--- src/rtl/filter_sequencer_if.sv ---
// Signal bundle between the filter sequencer and its environment: sample
// memory read port, filter engine handshake, UART transmitter and run status.
// The sequencer takes the master view; memory/engine/UART take the slave view.
interface filter_sequencer_if;
   logic       buf_done;
   logic [7:0] rd_addr;
   logic [7:0] rd_data;
   logic [7:0] flt_in;
   logic       flt_in_valid;
   logic       flt_ready;
   logic [7:0] flt_out;
   logic       flt_out_valid;
   logic [7:0] tx_data;
   logic       tx_start;
   logic       tx_busy;
   logic       busy;
   logic       run_done;
   logic       err;

   modport master (
      input  buf_done,
      output rd_addr,
      input  rd_data,
      output flt_in,
      output flt_in_valid,
      input  flt_ready,
      input  flt_out,
      input  flt_out_valid,
      output tx_data,
      output tx_start,
      input  tx_busy,
      output busy,
      output run_done,
      output err
   );

   modport slave (
      output buf_done,
      input  rd_addr,
      output rd_data,
      input  flt_in,
      input  flt_in_valid,
      output flt_ready,
      output flt_out,
      output flt_out_valid,
      input  tx_data,
      input  tx_start,
      output tx_busy,
      input  busy,
      input  run_done,
      input  err
   );
endinterface

--- src/rtl/filter_sequencer.sv ---
// Filter sequencer: walks the 256 samples of a loaded buffer, pushes each one
// through the filter engine and streams the result as three ASCII decimal
// digits plus a separator (',' between results, LF after the last) to a UART.
// A filter engine that stays silent for 255 cycles is reported through the
// sticky err flag and its result is sent as 000.
module filter_sequencer (
   input  logic               clk,
   input  logic               rst,
   filter_sequencer_if.master bus
);

   typedef enum logic [2:0] {
      IDLE,
      FETCH,
      ISSUE,
      WAIT_RES,
      TX_CHAR,
      TX_WAIT,
      DONE
   } state_t;

   localparam logic [7:0] LAST_IDX     = 8'd255;
   localparam logic [7:0] TIMEOUT_LAST = 8'd254;
   localparam logic [7:0] ASCII_ZERO   = 8'h30;
   localparam logic [7:0] SEP_COMMA    = 8'h2C;
   localparam logic [7:0] SEP_LF       = 8'h0A;
   localparam logic [1:0] LAST_CHAR    = 2'd3;

   state_t     state;
   logic [7:0] idx;
   logic [7:0] result;
   logic [7:0] tmo_cnt;
   logic [1:0] char_cnt;
   logic       issue_loaded;
   logic       wait_first;

   logic [7:0] digit_hund;
   logic [7:0] digit_tens;
   logic [7:0] digit_ones;
   logic [7:0] char_sel;

   // Character selected by char_cnt: hundreds, tens, ones digit, then separator
   always_comb begin
      digit_hund = result / 8'd100;
      digit_tens = (result / 8'd10) % 8'd10;
      digit_ones = result % 8'd10;
      case (char_cnt)
         2'd0:    char_sel = ASCII_ZERO + digit_hund;
         2'd1:    char_sel = ASCII_ZERO + digit_tens;
         2'd2:    char_sel = ASCII_ZERO + digit_ones;
         default: char_sel = (idx == LAST_IDX) ? SEP_LF : SEP_COMMA;
      endcase
   end

   // Sequencer FSM; every output is a register updated here
   always_ff @(posedge clk) begin
      if (rst) begin
         state            <= IDLE;
         idx              <= '0;
         result           <= '0;
         tmo_cnt          <= '0;
         char_cnt         <= '0;
         issue_loaded     <= 1'b0;
         wait_first       <= 1'b0;
         bus.rd_addr      <= '0;
         bus.flt_in       <= '0;
         bus.flt_in_valid <= 1'b0;
         bus.tx_data      <= '0;
         bus.tx_start     <= 1'b0;
         bus.busy         <= 1'b0;
         bus.run_done     <= 1'b0;
         bus.err          <= 1'b0;
      end else begin
         bus.tx_start <= 1'b0;
         case (state)
            IDLE: begin
               if (bus.buf_done) begin
                  idx         <= '0;
                  bus.rd_addr <= '0;
                  bus.busy    <= 1'b1;
                  state       <= FETCH;
               end
            end

            FETCH: begin
               issue_loaded <= 1'b0;
               state        <= ISSUE;
            end

            ISSUE: begin
               if (!issue_loaded) begin
                  bus.flt_in       <= bus.rd_data;
                  bus.flt_in_valid <= 1'b1;
                  issue_loaded     <= 1'b1;
               end else if (bus.flt_ready) begin
                  bus.flt_in_valid <= 1'b0;
                  tmo_cnt          <= '0;
                  state            <= WAIT_RES;
               end
            end

            WAIT_RES: begin
               if (bus.flt_out_valid) begin
                  result   <= bus.flt_out;
                  char_cnt <= '0;
                  state    <= TX_CHAR;
               end else if (tmo_cnt == TIMEOUT_LAST) begin
                  bus.err  <= 1'b1;
                  result   <= '0;
                  char_cnt <= '0;
                  state    <= TX_CHAR;
               end else begin
                  tmo_cnt <= tmo_cnt + 8'd1;
               end
            end

            TX_CHAR: begin
               if (!bus.tx_busy) begin
                  bus.tx_data  <= char_sel;
                  bus.tx_start <= 1'b1;
                  wait_first   <= 1'b1;
                  state        <= TX_WAIT;
               end
            end

            TX_WAIT: begin
               if (wait_first) begin
                  wait_first <= 1'b0;
               end else if (!bus.tx_busy) begin
                  if (char_cnt != LAST_CHAR) begin
                     char_cnt <= char_cnt + 2'd1;
                     state    <= TX_CHAR;
                  end else if (idx == LAST_IDX) begin
                     bus.busy     <= 1'b0;
                     bus.run_done <= 1'b1;
                     state        <= DONE;
                  end else begin
                     idx         <= idx + 8'd1;
                     bus.rd_addr <= idx + 8'd1;
                     state       <= FETCH;
                  end
               end
            end

            DONE: begin
               state <= DONE;
            end

            default: begin
               state <= IDLE;
            end
         endcase
      end
   end

endmodule

--- src/flat_wrapper.sv ---
// flat-port wrapper written by rule: the top's interface ports become plain ports
module filter_sequencer_flat 
  (clk, rst, bus_buf_done, bus_rd_addr, bus_rd_data, bus_flt_in, bus_flt_in_valid, bus_flt_ready, bus_flt_out, bus_flt_out_valid, bus_tx_data, bus_tx_start, bus_tx_busy, bus_busy, bus_run_done, bus_err);
  filter_sequencer_if bus_i ();
  input  logic clk;
  input  logic rst;
  input wire logic [$bits(bus_i.buf_done)-1:0] bus_buf_done;
  output wire logic [$bits(bus_i.rd_addr)-1:0] bus_rd_addr;
  input wire logic [$bits(bus_i.rd_data)-1:0] bus_rd_data;
  output wire logic [$bits(bus_i.flt_in)-1:0] bus_flt_in;
  output wire logic [$bits(bus_i.flt_in_valid)-1:0] bus_flt_in_valid;
  input wire logic [$bits(bus_i.flt_ready)-1:0] bus_flt_ready;
  input wire logic [$bits(bus_i.flt_out)-1:0] bus_flt_out;
  input wire logic [$bits(bus_i.flt_out_valid)-1:0] bus_flt_out_valid;
  output wire logic [$bits(bus_i.tx_data)-1:0] bus_tx_data;
  output wire logic [$bits(bus_i.tx_start)-1:0] bus_tx_start;
  input wire logic [$bits(bus_i.tx_busy)-1:0] bus_tx_busy;
  output wire logic [$bits(bus_i.busy)-1:0] bus_busy;
  output wire logic [$bits(bus_i.run_done)-1:0] bus_run_done;
  output wire logic [$bits(bus_i.err)-1:0] bus_err;
  assign bus_i.buf_done = bus_buf_done;
  assign bus_rd_addr = bus_i.rd_addr;
  assign bus_i.rd_data = bus_rd_data;
  assign bus_flt_in = bus_i.flt_in;
  assign bus_flt_in_valid = bus_i.flt_in_valid;
  assign bus_i.flt_ready = bus_flt_ready;
  assign bus_i.flt_out = bus_flt_out;
  assign bus_i.flt_out_valid = bus_flt_out_valid;
  assign bus_tx_data = bus_i.tx_data;
  assign bus_tx_start = bus_i.tx_start;
  assign bus_i.tx_busy = bus_tx_busy;
  assign bus_busy = bus_i.busy;
  assign bus_run_done = bus_i.run_done;
  assign bus_err = bus_i.err;
  filter_sequencer u_core (.clk(clk), .rst(rst), .bus(bus_i));
endmodule
--- config.mk ---
export PLATFORM = sky130hd
export DESIGN_NAME = filter_sequencer_flat
export DESIGN_NICKNAME = d
export VERILOG_FILES = /design/src/rtl/filter_sequencer_if.sv /design/src/rtl/filter_sequencer.sv /design/src/flat_wrapper.sv
export SDC_FILE = /design/constraint.sdc
export NUM_CORES = 1
export LEC_CHECK = 0
export CORE_UTILIZATION = 50
export DETAILED_ROUTE_END_ITERATION = 16
export DONT_BUFFER_PORTS = 1
export HOLD_SLACK_MARGIN = 0.12
export PLACE_DENSITY = 0.64
export SYNTH_ARGS = -nofsm -noshare
export SYNTH_HDL_FRONTEND = slang
export SYNTH_SLANG_ARGS = --single-unit
--- constraint.sdc ---
create_clock -name clk -period 4.8 [get_ports clk]
set_clock_uncertainty 0.15 [all_clocks]
set_input_delay 0.24 -clock clk [delete_from_list [all_inputs] [get_ports clk]]
set_output_delay 0.24 -clock clk [all_outputs]
set_load 0.05 [all_outputs]
=== After elaboration in Yosys (flattened, before gate mapping) ===
Cells that the tools add are included.

* Add/sub/neg operators: 6
* Div/mod/pow operators: 4
* Bitwise gates (word level): 6
* Reductions and logical operators: 21
* Muxes and demuxes: 44
* Equality and inequality tests: 25

{| class="wikitable"
|+ Operator list
! cell !! count
|-
| 2-to-1 mux 8 bit || 11
|-
| one-hot mux 8 bit (2 select lines) || 2
|-
| 2-to-1 mux 3 bit || 10
|-
| adder 6 x 8 -> 8 bit, first input constant || 3
|-
| one-hot mux 8 bit (3 select lines) || 1
|-
| inequality test 2 bit, second input constant || 11
|-
| one-hot mux 3 bit (7 select lines) || 1
|-
| adder 8 x 1 -> 8 bit, second input constant || 2
|-
| == test 8 bit, second input constant || 2
|-
| modulo 8 x 4 -> 8 bit, second input constant || 2
|-
| AND reduction 5 bit || 3
|-
| AND reduction 6 bit || 2
|-
| nonzero test 2 bit || 6
|-
| 2-to-1 mux 2 bit || 5
|-
| AND reduction 2 bit || 5
|-
| == test 3 bit, second input constant || 3
|-
| 2-to-1 mux 1 bit || 9
|-
| divider 8 x 4 -> 8 bit, second input constant || 1
|-
| divider 8 x 7 -> 8 bit, second input constant || 1
|-
| AND reduction 7 bit || 1
|-
| == test 3 x 2 -> 1 bit, second input constant || 2
|-
| 2-to-1 mux 6 bit || 1
|-
| inequality test 2 x 1 -> 1 bit, second input constant || 3
|-
| inverter 1 bit || 6
|-
| other kinds (11) || 13
|}

* Input port bits: 22
* Logic and storage cells: 120
* Register bits after elaboration: 52

=== Depth between registers and ports, before layout ===
* Depth in word-level cells: 6
* Mapped depth: 17

=== Worst setup path before layout ===
No wires, ideal clock.

* Kind: register to register
* Start: register u_core.result[5]
* End: register u_core.bus.tx_data[5]
* Data arrival time: 2.915 ns
* Clock period less this slack: 3.156 ns
* Path buffers: 2
* Stages on the path, launching flop included: 18
* Slack: 1.644 ns
* Data required time: 4.559 ns
* Cells stage by stage: dfxtp_1 > buf_6 > nand2b_4 > buf_6 > a311o_4 > clkinv_4 > ha_1 > inv_1 > o311ai_1 > o21ai_1 > ha_1 > nor2_1 > o21ai_0 > a31oi_1 > a2bb2oi_1 > nand2_1 > xor2_1 > a311oi_1

* Word-level cells in the longest chain between the ends: 4
* Elaborated cells between the ends (all ways): 8
* Those cells by class: 3 x add/sub; 4 x div; 1 x mux

{| class="wikitable"
|+ Ends and longest elaborated chain
! element !! RTL line !! RTL
|-
| start: declaration || filter_sequencer.sv:31 || <nowiki>logic [7:0] result;</nowiki>
|-
| start signal: assignment || filter_sequencer.sv:104 || <nowiki>result <= bus.flt_out;</nowiki>
|-
| divider 8 x 4 -> 8 bit || filter_sequencer.sv:45 || <nowiki>digit_tens = (result / 8'd10) % 8'd10;</nowiki>
|-
| modulo 8 x 4 -> 8 bit || filter_sequencer.sv:45 ||
|-
| adder 6 x 8 -> 8 bit || filter_sequencer.sv:49 || <nowiki>2'd1: char_sel = ASCII_ZERO + digit_tens;</nowiki>
|-
| one-hot mux 8 bit (3 select lines) (*) || filter_sequencer.sv:47 || <nowiki>case (char_cnt)</nowiki>
|-
| end signal: assignment || filter_sequencer.sv:119 || <nowiki>bus.tx_data <= char_sel;</nowiki>
|-
| end: declaration || filter_sequencer_if.sv:29 || <nowiki>output tx_data,</nowiki>
|}

Every way passes the cells marked *; elsewhere a longest branch is shown, timed or not.
A chain may end at the register's enable or synchronous reset.

=== Final worst setup path ===
* Start: register u_core.result[4]
* End: register u_core.bus.tx_data[5]

The elaborated chain is that of the path after synthesis.

==> summary.md <==
| Metric | Value |
|---|---|
| Status | complete, no violations |
| Commonest cells post-synth | dfxtp_1, nor2_1, a21oi_1, nand2_1, o21ai_0 |
| Number of library cell types mapped by synthesis | 86 |
| Fmax achieved | 253.8 MHz |
| DP Area | 3530 µm² |
| Routability Congestion | 0.8979 |
| Multi-input gate area | 2288 µm² |
| Final WL | 8.588 mm |
| Pin count of the biggest net entering global routing | 39 |
| Filler instances | 655 |
| H-tree Lvls | 2 |
| # Max-Cap Violations | 0 |
| Die area | 7412 µm² |
| Crit. End Element | register |
| Clock Tree Buf Depth | 2 |
| Antenna violations before repair | 0 |
| Crit path max fanout | 24 |
| Ys flop type | dfxtp_1 |
| Most common cell in the netlist | dfxtp_1 |
| Layout cells sized above 1 | 0.08590 |
| DP Worst Slack | 0.9412 ns |
| Worst hold path depth | 4 |
| Syn avg cell area | 8.000 µm² |
| Min cycle time layout | 3.940 ns |
| EDFF count, synth | 0 |
| Initial drt markers | 227 |
| RSZ-0062 raised after global routing | no |
| WP depth | 14 |
| TritonCTS clock tree | done |
| WHS | 0.1489 ns |
| Critical path's slowest cell | dfxtp_1 |
| TNS Setup | 0 ns |
| Worst Path Buf+Inv | 0 |
| I/O pin cnt | 51 |
| Yosys reg bits | 52 |
| ANT cells | 0 |
| # resized after CTS | 0 |
| Area of the core | 6794 µm² |
| Root Buffer | clkbuf_8 |
| Clk sink count | 52 |
| Die W | 86.10 µm |
| Post-route setup slack | 0.8602 ns |
| Critical path class | register to register |
| Req. time, crit path | 4.87 ns |
| Fin. Hold Viols | 0 |
| Reg2reg path depth | 14 |
| # rows | 30 |
| Reg clk slew, reported paths | 0.10 ns |
| Mapped Nets | 475 |
| Cells after Synth | 442 |
| Initial DRT Pass Iterations | 4 |
| CP Launch Type | register |
| Max VDD drop | 0.0001816 V |
| Mapped cell area | 3536 µm² |
| Final setup fails | 0 |
| Clk_lat worst skew | 0.31 ns |
| Top cells by area, synth | dfxtp_1, a21oi_1, nor2_1 |
| Antenna-violating nets left | 0 |
| Non-Filler Instances | 550 |
| Worst Hold Class | primary input to register |
| Critical path's top delay family | compound AO/OA/AOI/OAI gates |
| Aggregate global-route resource usage | 0.2438 |
| Yosys warns | 0 |
| Num CTS Buffers | 5 |
| Global-route wire length before repair | 14.57 mm |
| CP arrival | 4.01 ns |
| Rel. slew slack | 0.3514 |
| Detailed-route wire length per cell | 15.61 µm |
| Cell area after layout | 3910 µm² |
| Dominant cell type by area after synthesis | dfxtp_1 |
| Area growth syn-to-layout | 10.58% |
| Hold-fix buffer count after cts | 28 |
| Seq. cell area | 1041 µm² |
| Nets | 486 |
| Synth async-reset ratio | 0 |
| Leak | 1.445 nW |
| DP HPWL | 5.990 mm |
| Postcts setup bufs | 0 |
| Vias/cell | 5.893 |
| Vias | 3241 |
| DRC Markers | 0 |
| Slew Limit Fails | 0 |
| Port bufs | 0 |
| Slowest stage delay, CP | 0.87 ns |
| Initial cell density of the core | 0.5204 |
| Area share of the leading cell type in the synthesized netlist | 0.2944 |
| DIE HEIGHT | 86.10 µm |
| Period Utilization, post-route | 0.8208 |
| Remaining Overflow, GRT | 0 |
| CP cell instances | and2b_4 -> a22o_1 -> o31ai_1 -> nand3_1 -> o311ai_1 -> o21ai_1 -> ha_1 -> nor2_1 -> o21ai_0 -> a31oi_1 -> a2bb2oi_1 -> nand2_1 -> xor2_1 -> a311oi_1 |
| DP Cell Count | 514 |
| Vias in the first global route | 2974 |
| PD cells | 234.0 nW/µm² |
| Least-Margin Pin Slew | 0.9655 ns |
| Seq/Total Area, Yosys | 0.2944 |
-- cells by family (layout without fill, tap and decap cells) --
kind of cell,Yosys count,in the layout,synth area share
AND/OR/NAND/NOR,170,170,0.2505
AO/OA/AOI/OAI,140,140,0.2873
flip-flops,52,52,0.2944
buffers and inverters,43,55,0.05838
XOR/XNOR,18,18,0.04671
adder cells (fa/ha/maj),11,11,0.03892
multiplexers,8,8,0.02371
-- power by group --
group | leakage, nW | total, mW | internal, mW | switching, mW
Sequential | 0.420 | 0.505 | 0.448 | 0.0574
Combinational | 0.981 | 0.156 | 0.0671 | 0.0888
Clock | 0.0445 | 0.254 | 0.104 | 0.150
Total | 1.45 | 0.915 | 0.619 | 0.296
-- flip-flops by register name (all words and copies together) (netlist names), 2 cells and up --
signal              cells
u_core.idx              8
u_core.result           8
u_core.tmo_cnt          8
u_core.state            3
u_core.char_cnt         2
u_core.bus.flt_in       8
u_core.bus.tx_data      8
-- metrics by stage --
| stage | power, mW | util |
|---|---|---|
| 4_1_cts | 0.9300 | 0.5755 |
| 6_report | 0.9151 | 0.5755 |
| 3_3_place_gp | 0.6401 | 0.5195 |
| 2_1_floorplan | 0.6230 | - |
| 5_1_grt | 0.9713 | 0.5755 |
| 3_5_place_dp | 0.6426 | 0.5195 |
-- tightest hold or removal path: cells and delay by family --
kind	cells	cell delay [ns]
AOI/OAI and AO/OA	2	0.17
and+or+nand+nor	2	0.14
-- path summary, 6_finish.rpt --
check	startpoint	to	slack (ns)
hold / removal	rst	u_core.bus.tx_data[7]	0.15
setup reg to reg	u_core.result[4]	u_core.bus.tx_data[5]	0.86
setup / recovery	u_core.result[4]	u_core.bus.tx_data[5]	0.86
hold reg to reg	u_core.tmo_cnt[7]	u_core.tmo_cnt[7]	0.36
-- layout make-up --
class,instances,share of cell area
Multi-Input combinational cell,347,0.5853
Sequential cell,52,0.2662
Timing Repair Buffer,29,0.07616
Tap cell,96,0.03072
Inverter,18,0.01856
Clock buffer,5,0.01760
Clock inverter,3,0.005440
-- routing by layer --
layer / part of all wire / routed length, µm / up-vias / GRT usage
li1: - / - / 1625 / -
met1: 0.46 / 3944 / 1539 / 0.3377
met2: 0.48 / 4152 / 64 / 0.3911
met3: 0.041 / 349 / 13 / 0.03176
met4: 0.017 / 143 / 0 / 0.08182
met5: 0 / 0 / - / 0
-- layout by cell type (no fill, tap or decap), types with 3 or more instances in the layout --
| cell | instances |
|---|---|
| dfxtp_1 | 52 |
| nor2_1 | 51 |
| nand2_1 | 41 |
| a21oi_1 | 41 |
| dlygate4sd3_1 | 27 |
| o21ai_0 | 20 |
| inv_1 | 16 |
| a22oi_1 | 12 |
| nand3_1 | 11 |
| ha_1 | 11 |
| xor2_1 | 10 |
| and3_1 | 9 |
| or3_1 | 9 |
| nand4_1 | 8 |
| o21ai_1 | 7 |
| mux2i_1 | 7 |
| xnor2_1 | 7 |
| a31oi_1 | 6 |
| nand2b_1 | 5 |
| nor3_1 | 5 |
| clkbuf_8 | 5 |
| o21a_1 | 4 |
| a211oi_1 | 4 |
| nor2b_1 | 4 |
| nand3b_1 | 3 |
| or3b_1 | 3 |
| nor3b_1 | 3 |
| a211o_1 | 3 |
Note: power is estimated with default switching activity, not from simulation.
